--- config.mk ---
export PLATFORM = sky130hd
export DESIGN_NAME = move_cursor_ctrl
export DESIGN_NICKNAME = d
export VERILOG_FILES = /design/src/rtl/chess_pkg.sv /design/src/rtl/button_debounce.sv /design/src/rtl/move_cursor_ctrl.sv
export SDC_FILE = /design/constraint.sdc
export NUM_CORES = 1
export LEC_CHECK = 0
export BUFFER_PORTS_ARGS = -buffer_cell sky130_fd_sc_hd__buf_2
export CAP_MARGIN = 20
export CORE_AREA = 2 2 111 113
export CTS_CLUSTER_DIAMETER = 150
export DETAILED_ROUTE_END_ITERATION = 7
export DIE_AREA = 0 0 113 115
export PLACE_DENSITY = 0.76
export SYNTH_ARGS = -nofsm -noshare
export SYNTH_HDL_FRONTEND = slang
export SYNTH_SLANG_ARGS = --single-unit
--- constraint.sdc ---
create_clock -name clk -period 11.2 [get_ports clk]
set_input_delay 2.24 -clock clk [delete_from_list [all_inputs] [get_ports clk]]
set_output_delay 2.24 -clock clk [all_outputs]
set_load 0.005 [all_outputs]
--- src/rtl/chess_pkg.sv ---
// Shared types and constants for the chess cursor/move controller.
// CURSOR_WRAP_EN selects wrap-around (defined) or saturating (undefined) board edges.
package chess_pkg;
    localparam int SQ_W        = 6;
    localparam int CURSOR_LSB  = 0;
    localparam int SOURCE_LSB  = 6;
    localparam int SELECT_BIT  = 12;
    localparam int PENDING_BIT = 13;
    localparam int MOVE_W      = 14;

    localparam int NUM_BTN    = 5;
    localparam int BTN_UP     = 0;
    localparam int BTN_DOWN   = 1;
    localparam int BTN_LEFT   = 2;
    localparam int BTN_RIGHT  = 3;
    localparam int BTN_CENTER = 4;

    typedef enum logic [1:0] {IDLE, SELECTED, COMMIT} state_t;

    // One board coordinate step; inc has priority over dec.
    function automatic logic [2:0] coord_step(input logic [2:0] v, input logic inc, input logic dec);
        logic [2:0] r;
        r = v;
`ifdef CURSOR_WRAP_EN
        if (inc)      r = v + 3'd1;
        else if (dec) r = v - 3'd1;
`else
        if (inc)      r = (v == 3'd7) ? v : v + 3'd1;
        else if (dec) r = (v == 3'd0) ? v : v - 3'd1;
`endif
        return r;
    endfunction
endpackage

--- src/rtl/button_debounce.sv ---
// One pushbutton: 2-flop synchronizer, stable-count debouncer and registered rise pulse.
module button_debounce #(
    parameter int DEBOUNCE_CYCLES = 1000000
) (
    input  logic clk,
    input  logic reset,
    input  logic btn,
    output logic press
);
    localparam int CW = $clog2(DEBOUNCE_CYCLES + 1);

    logic [1:0]    sync;
    logic          level;
    logic [CW-1:0] cnt;

    always_ff @(posedge clk or posedge reset) begin
        if (reset) begin
            sync  <= '0;
            level <= 1'b0;
            cnt   <= '0;
            press <= 1'b0;
        end else begin
            sync  <= {sync[0], btn};
            press <= 1'b0;
            // Any sample agreeing with the accepted level restarts the count.
            if (sync[1] == level) begin
                cnt <= '0;
            end else if (cnt == CW'(DEBOUNCE_CYCLES - 1)) begin
                cnt   <= '0;
                level <= sync[1];
                press <= sync[1];
            end else begin
                cnt <= cnt + CW'(1);
            end
        end
    end
endmodule

--- src/rtl/move_cursor_ctrl.sv ---
// Chessboard cursor and move-selection controller driven by five debounced buttons.
// Board edge behaviour follows CURSOR_WRAP_EN (see chess_pkg).
module move_cursor_ctrl
    import chess_pkg::*;
#(
    parameter int              DEBOUNCE_CYCLES = 1000000,
    parameter logic [SQ_W-1:0] CURSOR_INIT     = 6'd0
) (
    input  logic              clk,
    input  logic              reset,
    input  logic              btn_up,
    input  logic              btn_down,
    input  logic              btn_left,
    input  logic              btn_right,
    input  logic              btn_center,
    input  logic              move_ack,
    output logic [MOVE_W-1:0] moveData
);
    logic [NUM_BTN-1:0] raw, press;

    assign raw = {btn_center, btn_right, btn_left, btn_down, btn_up};

    button_debounce #(.DEBOUNCE_CYCLES(DEBOUNCE_CYCLES)) u_db [NUM_BTN-1:0] (
        .clk   (clk),
        .reset (reset),
        .btn   (raw),
        .press (press)
    );

    state_t          state, state_n;
    logic [SQ_W-1:0] cursor, cursor_n, source, source_n, moved;
    logic            sel, sel_n, pend, pend_n;

    always_ff @(posedge clk or posedge reset) begin
        if (reset) begin
            state  <= IDLE;
            cursor <= CURSOR_INIT;
            source <= '0;
            sel    <= 1'b0;
            pend   <= 1'b0;
        end else begin
            state  <= state_n;
            cursor <= cursor_n;
            source <= source_n;
            sel    <= sel_n;
            pend   <= pend_n;
        end
    end

    always_comb begin
        state_n  = state;
        cursor_n = cursor;
        source_n = source;
        sel_n    = sel;
        pend_n   = pend;
        moved    = {coord_step(cursor[5:3], press[BTN_RIGHT], press[BTN_LEFT]),
                    coord_step(cursor[2:0], press[BTN_UP],    press[BTN_DOWN])};
        case (state)
            IDLE: begin
                cursor_n = moved;
                if (press[BTN_CENTER]) begin
                    source_n = cursor;
                    sel_n    = 1'b1;
                    state_n  = SELECTED;
                end
            end
            SELECTED: begin
                cursor_n = moved;
                if (press[BTN_CENTER]) begin
                    if (cursor == source) begin
                        sel_n   = 1'b0;
                        state_n = IDLE;
                    end else begin
                        // Destination is the square compared against, so hold it.
                        cursor_n = cursor;
                        pend_n   = 1'b1;
                        state_n  = COMMIT;
                    end
                end
            end
            COMMIT: begin
                if (move_ack) begin
                    pend_n  = 1'b0;
                    sel_n   = 1'b0;
                    state_n = IDLE;
                end
            end
            default: state_n = IDLE;
        endcase
    end

    assign moveData[CURSOR_LSB +: SQ_W] = cursor;
    assign moveData[SOURCE_LSB +: SQ_W] = source;
    assign moveData[SELECT_BIT]         = sel;
    assign moveData[PENDING_BIT]        = pend;
endmodule

==> reports/qor.yml <==
cells_and_area:
  drive_above_1_share_pct: 12.4
  fin_cells: 785
  antennaDiodeCount: 0
  syn2layout_area_growth_pct: 12.8
  stdcell_area_sq_mm: 0.00712
  fin_nets: 644
timing:
  hold_violations: 0
  finalSetupTns_ns: 0
  final.period_utilization_pct: 30.0
  grt_setup_unrepaired: "no"
  setup_viol_count_final: 0
  slew_viol_final: 0
  slew_headroom_pct: 39.4
  finalClockSkew_ns: 0.00769
  fmax_mhz: 298
  tightest_slew_ns: 0.908
  min_period_ns: 3.36
  holdWs_ns: 0.347
synth:
  seq_area_frac_synth_pct: 53.9
  yosysTopAreaCellShare_pct: 53.9
  syn_area_per_cell_sq_um: 10.6
  synth-seq-cells: 136
  syn_nets: 613
  synth_area_sq_mm: 0.00631
  synth_area_leaders: "dfrtp_1 (54%), xor2_1 (9.9%), nor2_1 (6.8%)"
  synth_cells: 594
  synth-edff-count: 0
  synthFlopType: "dfrtp_1"
  yosys_warnings: 0
  yosysMostFrequentCell: "dfrtp_1"
  synth.largest_area_cell: "dfrtp_1"
  async_flop_share_pct: 100
  synth_cell_types: 41
  synthTopCellsByCount: "dfrtp_1 (136), nor2_1 (114), xor2_1 (71)"
die:
  die_h_um: 115
  core_sq_mm: 0.0118
  dieArea_sq_mm: 0.0130
  rows: 40
  pin_count: 22
  die_w_um: 113
  start_util_pct: 53.4
cts:
  cts_made_buffers: 17
  clockRootBuffer: "clkbuf_16"
  cts_tree: "built"
  clockBufferDepth: 2
  insertion_delay_ns: 0.42
  cts_num_sinks: 136
  ctsResizeCount: 0
  clkTransAtPathRegs_ns: 0.06
  h-tree-depth: 4
  cts_hold_buf: 0
  post-cts-setup-buffers: 0
status:
  violations: "DRC"
  status: "finished, violations left"
min_path:
  hold_path_class: "reg -> reg"
detailed_routing:
  post_drt_wl_per_cell_um: 14.5
  drt_pass1_iterations: 6
  routed_wl_um: 11400
  route.detailed.drc: 2
  vias: 4340
  via_per_inst: 5.53
  ant_nets: 0
  drt_iter0_drc: 294
critical_path:
  startpoint_type: "flip-flop"
  path_max_fanout: 7
  worstPathArrival_ns: 1.12
  crit_buf_inv: 1
  critPathSlowestCell: "dfrtp_1"
  end_kind: "output port"
  critical_path_required_ns: 8.96
  worstPathCellList: "buf_2"
  max_stage_delay_ns: 0.53
  critical_path.top_delay_family: "flip-flops"
  crit_type: "reg -> out"
power_and_ir_drop:
  p_seq_share_pct: 47.1
  switching_share_pct: 23.5
  leakage_uw: 0.00325
  p_clk_share_pct: 50.6
  power-per-cell-area_mw_per_mm2: 150
  peakVddDrop_v: 0.000169
  pwr-share-comb_pct: 2.3
  p_total_uw: 1070
  p_int_uw: 818
  switching_power_uw: 252
grt:
  grt_pass1_wl_um: 20100
  grt_use_total_pct: 19.6
  grt_start_max_net_pins: 78
  antenna_found_initial: 0
  grt_overflow: 0
  first_global_vias: 4420
place:
  routabilityCongestion: 0.806
  placedCellCount: 753
  placed_area_sq_mm: 0.00654
  hpwl_um: 7740
  port_buffers: 21
run:
  cap_violations: 0
power by group through the flow:
stage,registers [uW],logic [uW],clock network (uW)
finish,503,25.1,541
global route,504,30.0,572
CTS,503,26.3,554
detailed placement,512,26.1,0
global placement,512,25.0,0
floorplan,511,20.6,0
stage by stage:
stage               setup slack [ns]  utilization, %
detailed placement              7.35            55.3
finish                          7.84            60.3
global route                    7.61            60.3
floorplan                       5.32               -
CTS                             7.80            60.3
global placement                7.39            55.3
state kept, by name (all words and copies together) (netlist names):
register / flops
u_db.cnt: 100
pend: 1
sel: 1
u_db.level: 5
u_db.sync: 10
u_db.press: 5
source: 6
state: 2
cursor: 6
cell usage in the layout, fill, tap and decap left out, types with 13 or more instances in the layout:
cell         n
nand4_1     21
xnor2_1     36
clkbuf_16   17
nor2_1     114
nand2_1     37
and3_1      16
nand3_1     43
inv_1       13
nor3_1      13
xor2_1      71
dfrtp_1    136
buf_2       21
path summary, 6_finish.rpt:
path	startpoint	to	slack (ns)	cells after the start
setup / recovery	cursor[3]	moveData[3]	7.84	1
setup reg to reg	state[1]	sel	9.01	6
hold / removal	u_db[0].sync[0]	u_db[0].sync[1]	0.35	0
hold reg to reg	u_db[0].sync[0]	u_db[0].sync[1]	0.35	0
min in group asynchronous	reset	source[3]	2.01	2
max in group asynchronous	reset	u_db[4].cnt[7]	7.93	3
routing by layer:
layer	global-route usage (%)	share of wire, %	vias to the layer above
li1	-	-	2087
met1	24.7	45	2153
met2	31.7	49	83
met3	5.59	4.1	17
met4	8.86	2.1	0
met5	0	0	-
logic make-up after synthesis:
logic type	share of synthesized area (%)
AND/OR/NAND/NOR	23.0
flip-flops	53.9
multiplexers	2.66
AO/OA/AOI/OAI	1.15
adder cells (fa/ha/maj)	2.42
buffers and inverters	1.96
XOR/XNOR	14.9
final cells by class:
cell class / count / area [sq um]
timing repair buffer: 22 / 113
multi-input combinational: 434 / 2780
inverter: 14 / 55.1
fill: 975 / 4690
clock buffer: 17 / 425
tap: 147 / 184
sequential: 136 / 3400
clock inverter: 15 / 155
Power figures use the tool's default switching activity.
